File: src/rtl/trdb_pkg.sv
// Shared types for the trace capture path: the sample record handed to the
// packet encoder, the capture controller state encoding and a filter helper.
package trdb_pkg;

  // Address width carried inside the sample record. The capture controller's
  // ADDR_W parameter must match this value.
  localparam int unsigned TRDB_ADDR_W  = 32;
  localparam int unsigned TRDB_INSTR_W = 32;
  localparam int unsigned TRDB_CAUSE_W = 5;
  localparam int unsigned TRDB_PRIV_W  = 3;

  // Capture controller states.
  typedef enum logic [1:0] {
    IDLE    = 2'd0,
    ARMED   = 2'd1,
    TRACING = 2'd2,
    FLUSH   = 2'd3
  } trdb_capt_state_e;

  // One retired-instruction sample as seen by the encoder. The lost flag
  // marks the first sample after one or more samples were discarded.
  typedef struct packed {
    logic                    lost;
    logic                    iexception;
    logic                    interrupt;
    logic [TRDB_CAUSE_W-1:0] cause;
    logic [TRDB_PRIV_W-1:0]  priv;
    logic                    compressed;
    logic [TRDB_ADDR_W-1:0]  iaddr;
    logic [TRDB_INSTR_W-1:0] instr;
  } trdb_sample_t;

  // A retired sample passes the filter when its privilege level is selected
  // in the mask, or when it is a trap (traps are never filtered out).
  function automatic logic trdb_sample_eligible(
    input logic                   ivalid,
    input logic [7:0]             priv_mask,
    input logic [TRDB_PRIV_W-1:0] priv,
    input logic                   iexception,
    input logic                   interrupt
  );
    return ivalid & (priv_mask[priv] | iexception | interrupt);
  endfunction

endpackage

File: src/rtl/trdb_sample_fifo.sv
// Two-entry first-word-fall-through FIFO. The head entry is read straight
// from its storage register, so the output holds still until it is popped.
// A push while full is accepted only if a pop happens in the same cycle.
module trdb_sample_fifo #(
  parameter type T = logic
) (
  input  logic clk_i,
  input  logic rst_ni,
  input  logic push_i,
  input  T     data_i,
  input  logic pop_i,
  output T     data_o,
  output logic full_o,
  output logic empty_o
);

  logic       wr_ptr_q, wr_ptr_d;
  logic       rd_ptr_q, rd_ptr_d;
  logic [1:0] count_q, count_d;
  logic       push_ok;
  logic       pop_ok;

  assign full_o  = (count_q == 2'd2);
  assign empty_o = (count_q == 2'd0);
  assign pop_ok  = pop_i & ~empty_o;
  // When full, the write slot equals the slot being popped, so a
  // simultaneous push/pop simply replaces the departing entry.
  assign push_ok = push_i & (~full_o | pop_ok);

  // Per-entry storage registers.
  for (genvar gi = 0; gi < 2; gi++) begin : g_entry
    T entry_q;
    T entry_d;

    // Load the entry when it is the write target of an accepted push.
    always_comb begin
      entry_d = entry_q;
      if (push_ok && (wr_ptr_q == 1'(gi))) begin
        entry_d = data_i;
      end
    end

    // Entry register; cleared on reset so no stale contents survive.
    always_ff @(posedge clk_i or negedge rst_ni) begin
      if (!rst_ni) begin
        entry_q <= '0;
      end else begin
        entry_q <= entry_d;
      end
    end
  end

  // Output zero when empty so nothing stale is ever presented.
  assign data_o = empty_o ? T'('0) : (rd_ptr_q ? g_entry[1].entry_q : g_entry[0].entry_q);

  // Pointer and occupancy update.
  always_comb begin
    wr_ptr_d = wr_ptr_q;
    rd_ptr_d = rd_ptr_q;
    count_d  = count_q;
    if (push_ok) begin
      wr_ptr_d = ~wr_ptr_q;
    end
    if (pop_ok) begin
      rd_ptr_d = ~rd_ptr_q;
    end
    unique case ({push_ok, pop_ok})
      2'b10:   count_d = count_q + 2'd1;
      2'b01:   count_d = count_q - 2'd1;
      default: count_d = count_q;
    endcase
  end

  // Pointer and occupancy registers.
  always_ff @(posedge clk_i or negedge rst_ni) begin
    if (!rst_ni) begin
      wr_ptr_q <= 1'b0;
      rd_ptr_q <= 1'b0;
      count_q  <= 2'd0;
    end else begin
      wr_ptr_q <= wr_ptr_d;
      rd_ptr_q <= rd_ptr_d;
      count_q  <= count_d;
    end
  end

endmodule

File: src/rtl/trdb_capture_ctrl.sv
// Capture sequencer between the core's retired-instruction sample port and
// the trace packet encoder. Decides which samples are traced (enable,
// start/stop address triggers, privilege filter), buffers them in a
// two-entry FIFO and counts samples discarded because the FIFO was full.
module trdb_capture_ctrl
  import trdb_pkg::*;
#(
  parameter int unsigned DROP_CNT_W = 16,
  // Must equal TRDB_ADDR_W, the address width inside the sample record.
  parameter int unsigned ADDR_W     = 32
) (
  input  logic                  clk_i,
  input  logic                  rst_ni,
  input  logic                  enable_i,
  input  logic                  use_trigger_i,
  input  logic [ADDR_W-1:0]     start_addr_i,
  input  logic [ADDR_W-1:0]     stop_addr_i,
  input  logic [7:0]            priv_mask_i,
  input  logic                  ivalid_i,
  input  logic                  iexception_i,
  input  logic                  interrupt_i,
  input  logic [4:0]            cause_i,
  input  logic [2:0]            priv_i,
  input  logic [ADDR_W-1:0]     iaddr_i,
  input  logic [31:0]           instr_i,
  input  logic                  compressed_i,
  output logic                  sample_valid_o,
  input  logic                  sample_ready_i,
  output trdb_sample_t          sample_o,
  output logic                  tracing_o,
  output logic [DROP_CNT_W-1:0] dropped_cnt_o
);

  trdb_capt_state_e      state_q, state_d;
  logic [DROP_CNT_W-1:0] dropped_cnt_q, dropped_cnt_d;
  logic                  lost_q, lost_d;

  logic         eligible;
  logic         start_hit;
  logic         stop_hit;
  logic         capture;
  logic         fifo_full;
  logic         fifo_empty;
  logic         fifo_pop;
  logic         fifo_push;
  logic         drop;
  trdb_sample_t push_sample;

  assign eligible  = trdb_sample_eligible(ivalid_i, priv_mask_i, priv_i,
                                          iexception_i, interrupt_i);
  assign start_hit = ivalid_i & (iaddr_i == start_addr_i);
  assign stop_hit  = use_trigger_i & ivalid_i & (iaddr_i == stop_addr_i);

  // Next-state and capture decision for the capture sequencer.
  always_comb begin
    state_d = state_q;
    capture = 1'b0;
    unique case (state_q)
      IDLE: begin
        if (enable_i) begin
          state_d = use_trigger_i ? ARMED : TRACING;
        end
      end
      ARMED: begin
        if (!enable_i) begin
          state_d = IDLE;
        end else if (start_hit) begin
          capture = eligible;
          // Start and stop on the same instruction: a one-sample window.
          state_d = stop_hit ? FLUSH : TRACING;
        end
      end
      TRACING: begin
        if (!enable_i) begin
          // Disabling stops capture in the same cycle.
          state_d = FLUSH;
        end else begin
          capture = eligible;
          if (stop_hit) begin
            state_d = FLUSH;
          end
        end
      end
      FLUSH: begin
        if (fifo_empty) begin
          state_d = (enable_i && use_trigger_i) ? ARMED : IDLE;
        end
      end
      default: state_d = IDLE;
    endcase
  end

  // Handshake: a capture is accepted unless the FIFO is full with no
  // departure this cycle, in which case the sample is discarded.
  assign fifo_pop  = sample_valid_o & sample_ready_i;
  assign fifo_push = capture & (~fifo_full | fifo_pop);
  assign drop      = capture & fifo_full & ~fifo_pop;

  // Assemble the record written into the FIFO.
  always_comb begin
    push_sample            = '0;
    push_sample.lost       = lost_q;
    push_sample.iexception = iexception_i;
    push_sample.interrupt  = interrupt_i;
    push_sample.cause      = cause_i;
    push_sample.priv       = priv_i;
    push_sample.compressed = compressed_i;
    push_sample.iaddr      = iaddr_i;
    push_sample.instr      = instr_i;
  end

  // Lost flag and saturating drop counter.
  always_comb begin
    lost_d        = lost_q;
    dropped_cnt_d = dropped_cnt_q;
    if (drop) begin
      lost_d = 1'b1;
      if (dropped_cnt_q != {DROP_CNT_W{1'b1}}) begin
        dropped_cnt_d = dropped_cnt_q + DROP_CNT_W'(1);
      end
    end else if (fifo_push) begin
      // The pushed sample carries the flag; it is consumed here.
      lost_d = 1'b0;
    end
  end

  // State, lost flag and drop counter registers.
  always_ff @(posedge clk_i or negedge rst_ni) begin
    if (!rst_ni) begin
      state_q       <= IDLE;
      lost_q        <= 1'b0;
      dropped_cnt_q <= '0;
    end else begin
      state_q       <= state_d;
      lost_q        <= lost_d;
      dropped_cnt_q <= dropped_cnt_d;
    end
  end

  trdb_sample_fifo #(
    .T (trdb_sample_t)
  ) u_fifo (
    .clk_i   (clk_i),
    .rst_ni  (rst_ni),
    .push_i  (fifo_push),
    .data_i  (push_sample),
    .pop_i   (fifo_pop),
    .data_o  (sample_o),
    .full_o  (fifo_full),
    .empty_o (fifo_empty)
  );

  assign sample_valid_o = ~fifo_empty;
  assign tracing_o      = (state_q == TRACING);
  assign dropped_cnt_o  = dropped_cnt_q;

endmodule

File: config.mk
export PLATFORM = sky130hd
export DESIGN_NAME = trdb_capture_ctrl
export DESIGN_NICKNAME = d
export VERILOG_FILES = /design/src/rtl/trdb_pkg.sv /design/src/rtl/trdb_sample_fifo.sv /design/src/rtl/trdb_capture_ctrl.sv
export SDC_FILE = /design/constraint.sdc
export NUM_CORES = 1
export LEC_CHECK = 0
export ABC_CLOCK_PERIOD_IN_PS = 5210
export BUFFER_PORTS_ARGS = -buffer_cell sky130_fd_sc_hd__buf_2
export CAP_MARGIN = 20
export CORE_MARGIN = 3
export CORE_UTILIZATION = 43
export DETAILED_ROUTE_END_ITERATION = 8
export GPL_TIMING_DRIVEN = 0
export MAX_ROUTING_LAYER = met4
export PLACE_DENSITY_LB_ADDON = 0.25
export SYNTH_ARGS = -nofsm -noshare
export SYNTH_HDL_FRONTEND = slang
export SYNTH_HIERARCHICAL = 1
export SYNTH_SLANG_ARGS = --single-unit
File: constraint.sdc
create_clock -name clk_i -period 5.21 [get_ports clk_i]
set_clock_uncertainty 0.2 [all_clocks]
set_input_delay 0.521 -clock clk_i [delete_from_list [all_inputs] [get_ports clk_i]]
set_output_delay 0.521 -clock clk_i [all_outputs]
set_load 0.005 [all_outputs]
==> impl_results.md, run 1 <==
* Status: finished, final reports clean
* Synth Flop Type: dfrtp_1
* Clk pwr share at 0.263
* Post-synth top area share at 0.4964
* Hold Fails Final Rpt at 0
* Rel. slew slack at 0.5878
* Cells after Synth at 711
* Avg Synthesized Cell Area at 12.41 sq um
* Largest net degree at the start of global routing at 99
* Crit start category: primary input
* Antenna-violating nets left at 0
* Worst Max-Slew Pin Slew at 0.6184 ns
* CP required at 5.31 ns
* H-tree depth at 4
* CTS Root Cell: clkbuf_16
* WL per Instance at 17.66 microns
* Peak Freq at 0.2607 GHz
* Worst skew pair latency at 0.42 ns
* GP Congestion at 0.8864
* Asr flop ratio synth at 1.000
* Register area share after synthesis at 0.4964
* First-pass GRT wire length at 34.47 mm
* Leak at 5.642 nW
* Longest Clk Path Bufs at 2
* Final Cell Area at 11060 sq um
* CP max stage delay at 0.56 ns
* DRC Markers at 0
* Crit path capture type: flip-flop
* Hold WC Path Type: in -> reg
* CP Cell Sequence: buf_2 > xor2_1 > nor4_1 > nand3_1 > nor3_2 > o21ai_2 > buf_2 > a21oi_1 > nand2_1 > nor2_1 > buf_6 > buf_6 > mux2_2
* Post-CTS Resized at 0
* Synth Warn # at 6
* Period utilisation layout at 0.7364
* Synth area leaders: dfrtp_1 50%, mux2_2 19%, mux2i_1 8.8%
* 1st-iter DRT viols at 269
* I/O Buffers at 246
* CP max-delay cell: nor4_1
* Mapped Area at 8822 sq um
* Fillers at 1738
* CTS tree: yes
* Post-DP Area at 10420 sq um
* Hold Buf Count CTS at 1
* RSZ-0062 raised after global routing: no
* DR vias/cell at 5.058
* Post-synth EDFFs at 0
* Width of the die at 149.2 microns
* Sw frac at 0.3204
* Net switching power at 1.629 mW
* Setup tns final at 0 ns
* Syn_nets at 870
* DP HPWL at 16.50 mm
* DRT Pass-1 Iters at 4
* Power Density at 459.8 nW/um^2
* Peak supply drop at 0.0002498 V
* Synth unique cells at 39
* Die height at 149.2 microns
* Top Ports at 247
* Number of global-route vias before repair at 6468
* Critical Path Fanout Max at 10
* Core Box Area at 19780 sq um
* Rows at 51
* Data arrival, critical path at 3.94 ns
* Final slew viol count at 0
* # Max-Cap Violations at 0
* Most area-hungry cell type in the Yosys netlist: dfrtp_1
* Flops & latches, synth at 175
* Delay-heaviest family, CP: simple AND/OR/NAND/NOR gates
* Clock buffer count from CTS at 17
* Gr usage total at 0.2049
* Layout cells sized above 1 at 0.4692
* Final wirelength at 22.18 mm
* Crit path kind: in -> reg
* Via count at 6353
* Comb power frac at 0.344
* Ant. Diodes at 0
* Die area at 22270 sq um
* Tmin final at 3.836 ns
* Total gr overflow at 0
* Area delta synth->final at 25.34%
* Setup Buffers After CTS at 0
* Layout Nets at 1137
* Reg clk slew, reported paths at 0.07 ns
* Final Setup Violations at 0
* Seq pwr share at 0.393
* Total clock sinks at 175
* Initial antenna violation count at 0
* Starting Density at 0.4460
* Internal at 3.455 mW
* Buf/Inv on CP at 4
[path summary, 6_finish.rpt]
check / startpoint / end / slack (ns) / depth (start not counted)
max: iaddr_i[2] / u_fifo/g_entry[1].entry_q[68] / 1.37 / 13
min: instr_i[7] / u_fifo/g_entry[0].entry_q[7] / 0.14 / 2
max reg2reg: u_fifo/count_q[0] / u_fifo/g_entry[0].entry_q[5] / 1.82 / 11
min reg2reg: dropped_cnt_o[5] / dropped_cnt_o[5] / 0.28 / 1
max in group asynchronous: rst_ni / u_fifo/g_entry[0].entry_q[59] / 3.47 / 3
min in group asynchronous: rst_ni / u_fifo/g_entry[1].entry_q[7] / 0.43 / 2
[registers in the layout, indices dropped and copies added (netlist names)]
register	flops
u_fifo/rd_ptr_q	1
dropped_cnt_o	16
state_q	2
lost_q	1
u_fifo/wr_ptr_q	1
u_fifo/count_q	2
u_fifo/g_entry.entry_q	152
[cell families (layout without fill, tap and decap cells)]
kind of cell	count (synthesis)	in the layout	synth area share
buf+inv	44	324	0.02964
xor+xnor	80	80	0.07942
simple gates	155	155	0.08183
mux	234	234	0.2902
compound gates	17	17	0.01404
flops	175	175	0.4964
fa+ha+maj	6	6	0.008509
[synth_stat cells, types with 2 or more instances]
master and number:
dfrtp_1 175, mux2_2 150, nor2_1 83, mux2i_1 78, xor2_1 61, xnor2_1 19, nand3_1 17, buf_2 16
nor4_1 16, buf_6 10, nand2_1 10, nor3_1 9, inv_1 8, clkbuf_1 6, ha_1 6, and3_1 5
nand4_1 5, o21ai_0 5, mux2_1 4, a21oi_1 3, buf_1 3, mux4_2 2, nand2b_1 2, nor3_2 2
nor3b_1 2
[metal layers]
metal	up-vias	wire [microns]	track usage	share of wire
met5	-	0	-	0
met4	0	357	0.05446	0.016
met3	27	1007	0.03950	0.045
met2	170	10620	0.3232	0.48
met1	3135	10190	0.2739	0.46
li1	3021	-	-	-
[through the flow]
step | setup WS [ns] | hold WS (ns) | instances | utilization | power [mW]
2_1_floorplan | 2.033 | 0.02541 | 711 | - | 3.181
3_3_place_gp | 0.5567 | 0.2683 | 1222 | 0.5250 | 3.745
3_5_place_dp | 0.9761 | 0.2749 | 1223 | 0.5269 | 3.790
4_1_cts | 1.424 | 0.1163 | 1256 | 0.5590 | 5.141
5_1_grt | 1.201 | 0.1208 | 1256 | 0.5590 | 5.404
6_report | 1.374 | 0.1398 | 1256 | 0.5590 | 5.084
[cells in the final DEF (no fill, tap or decap), drive strengths merged, types with 16 or more instances in the layout]
cell and count:
nand3 17, mux2 154, clkbuf 26, mux2i 78, xor2 61, nor4 16, nor2 83, buf 276
dfrtp 175, xnor2 19
[layout make-up]
type / instances / area [sq um] / share of cell area
Timing Repair Buffer: 248 / 1279 / 0.1156
Tap cell: 265 / 331.6 / 0.02998
Clock inverter: 13 / 172.7 / 0.01561
Buffer: 36 / 231.5 / 0.02093
Clock buffer: 19 / 452.9 / 0.04096
Multi-Input combinational cell: 492 / 4182 / 0.3781
Sequential cell: 175 / 4379 / 0.3960
Inverter: 8 / 30.03 / 0.002716
[power groups by stage]
stage | Combinational, mW | Clock, mW | Sequential, mW
2_1_floorplan | 1.22 | 0 | 1.96
3_3_place_gp | 1.74 | 0 | 2.01
3_5_place_dp | 1.77 | 0 | 2.02
4_1_cts | 1.77 | 1.37 | 2.00
5_1_grt | 1.92 | 1.43 | 2.05
6_report | 1.75 | 1.34 | 2.00
[worst register-to-register path: stages (launching register included)]
cell,delay [ns]
dfrtp_1,0.36
clkbuf_2,0.16
nor2_1,0.43
clkbuf_1,0.51
inv_1,0.23
nand2_1,0.18
inv_1,0.12
nor3b_2,0.28
nor2_1,0.13
buf_6,0.18
buf_6,0.16
mux2_1,0.32
(Power assumes the default switching activity.)
==> inputs of run 2 (changes only) <==
--- a/config.mk
+++ b/config.mk
@@ -5,7 +5,7 @@
 export SDC_FILE = /design/constraint.sdc
 export NUM_CORES = 1
 export LEC_CHECK = 0
-export ABC_CLOCK_PERIOD_IN_PS = 5210
+export ABC_CLOCK_PERIOD_IN_PS = 3700
 export BUFFER_PORTS_ARGS = -buffer_cell sky130_fd_sc_hd__buf_2
 export CAP_MARGIN = 20
 export CORE_MARGIN = 3
==> constraint.sdc (replaced) <==
create_clock -name clk_i -period 3.7 [get_ports clk_i]
set_clock_uncertainty 0.2 [all_clocks]
set_input_delay 0.37 -clock clk_i [delete_from_list [all_inputs] [get_ports clk_i]]
set_output_delay 0.37 -clock clk_i [all_outputs]
set_load 0.005 [all_outputs]
==> impl_results.md, run 2 (same netlist as run 1, synthesis figures left out) <==
* Status: finished, final reports clean
* Min Hold Slack at 0.02790 ns
* Leak at 5.807 nW
* Buf/Inv on CP at 4
* Number of global-route vias before repair at 6681
* WL per Instance at 17.40 microns
* Final Cell Area at 11460 sq um
* Setup tns final at 0 ns
* Crit path capture type: flip-flop
* Critical Path Fanout Max at 10
* Dpl cells at 1223
* Final std cells w/o fill at 1296
* RSZ-0062 raised after global routing: no
* Layout Nets at 1176
* Fillers at 1703
* # Max-Cap Violations at 0
* CP required at 3.80 ns
* Clock buffer count from CTS at 17
* Biggest register: u_fifo/g_entry.entry_q
* Tmin final at 3.477 ns
* CP max stage delay at 0.56 ns
* Die area at 22270 sq um
* 1st-iter DRT viols at 259
* Hold Fails Final Rpt at 0
* CTS tree: yes
* Peak Freq at 0.2876 GHz
* Worst skew pair latency at 0.42 ns
* CP Cell Sequence: buf_2 > xor2_1 > nor4_1 > nand3_1 > nor3_2 > o21ai_2 > buf_2 > a21oi_2 > nand2_1 > nor2_1 > buf_6 > buf_6 > mux2_2
* Post-DP Area at 10420 sq um
* Area delta synth->final at 29.85%
* Rows at 51
* Period utilisation layout at 0.9397
* Final Setup Violations at 0
* Crit start category: primary input
* Final wirelength at 22.55 mm
* CTS Root Cell: clkbuf_16
* Peak supply drop at 0.0003476 V
* Largest net degree at the start of global routing at 99
* DR vias/cell at 5.019
* CP max-delay cell: nor4_1
* Reg clk slew, reported paths at 0.06 ns
* Via count at 6504
* Delay-heaviest family, CP: simple AND/OR/NAND/NOR gates
* Layout cells sized above 1 at 0.4534
* DP HPWL at 16.50 mm
* Max reg flops at 152
* Most common cell after layout, fill and taps aside: buf_2
* Starting Density at 0.4460
* Commonest non-fill, non-tap cells in the layout: 261 x buf_2, 175 x dfrtp_1, 150 x mux2_2
* I/O Buffers at 246
* Top Ports at 247
* GP Congestion at 0.8864
* H-tree depth at 4
* Crit path kind: in -> reg
* Worst Max-Slew Pin Slew at 0.6123 ns
* Final slew viol count at 0
* DRT Pass-1 Iters at 4
* Die height at 149.2 microns
* Total gr overflow at 0
* Initial antenna violation count at 0
* Total clock sinks at 175
* Core Box Area at 19780 sq um
* DRC Markers at 0
* Power Density at 628.0 nW/um^2
* First-pass GRT wire length at 35.36 mm
* Antenna-violating nets left at 0
* Longest Clk Path Bufs at 2
* Data arrival, critical path at 3.57 ns
* Width of the die at 149.2 microns
* Gr usage total at 0.2093
* Hold WC Path Type: in -> reg
* Rel. slew slack at 0.5918
[run 2: changes by cell type in the layout (fill, tap and decap cells not counted)]
cell           delta
clkbuf_1          -1
dlygate4sd3_1    +39
a21oi_1           -1
a21oi_2           +1
clkbuf_2          +1
diode_2           +1
[run 2: what timing repair did]
item / CTS / global route
endpoints found under the hold margin: 152 / 0
hold buffers: 40 / 0
buffers inserted: 0 / 0
setup endpoints to repair: 0 / 140
resized for setup: 0 / 3
[run 2: cell type report]
cell class / instances / area [sq um] / share of cell area
tap: 265 / 331.6 / 0.02894
multi-input combinational: 492 / 4185 / 0.3653
antenna: 1 / 2.502 / 0.0002184
inverter: 8 / 30.03 / 0.002621
buffer: 36 / 232.7 / 0.02031
clock buffer: 19 / 452.9 / 0.03954
clock inverter: 13 / 172.7 / 0.01507
timing repair buffer: 287 / 1669 / 0.1457
sequential: 175 / 4379 / 0.3823
[run 2: path summary, 6_finish.rpt]
path	slack (ns)	endpoint	cells after the start	startpoint
setup / recovery	0.22	u_fifo/g_entry[1].entry_q[70]	13	iaddr_i[2]
hold reg to reg	0.28	dropped_cnt_o[5]	1	dropped_cnt_o[5]
max in group asynchronous	2.12	u_fifo/g_entry[0].entry_q[59]	3	rst_ni
setup reg to reg	0.51	u_fifo/g_entry[0].entry_q[5]	11	u_fifo/count_q[0]
min in group asynchronous	0.29	u_fifo/g_entry[1].entry_q[7]	2	rst_ni
hold / removal	0.03	u_fifo/g_entry[1].entry_q[73]	2	interrupt_i
[run 2: report_power, final]
group | switching, mW | total [mW] | internal, mW | leakage (nW)
combinational | 1.23 | 2.50 | 1.27 | 3.21
clock | 0.771 | 1.88 | 1.11 | 0.305
sequential | 0.298 | 2.81 | 2.52 | 2.29
[run 2: per-stage QoR]
| stage | utilization | power, mW | setup slack (ns) |
|---|---|---|---|
| after global placement | 0.5250 | 5.274 | -0.8023 |
| after floorplan | - | 4.479 | 0.6736 |
| after CTS | 0.5787 | 7.272 | 0.06516 |
| after detailed placement | 0.5269 | 5.336 | -0.3829 |
| final | 0.5791 | 7.195 | 0.2232 |
| after global routing | 0.5790 | 7.649 | 0.06199 |
[run 2: layer usage]
metal	vias up	GRT usage	share of wire
li1	3102	-	-
met1	3211	0.2775	0.45
met2	171	0.3324	0.49
met3	20	0.04072	0.046
met4	0	0.05629	0.012
met5	-	-	0
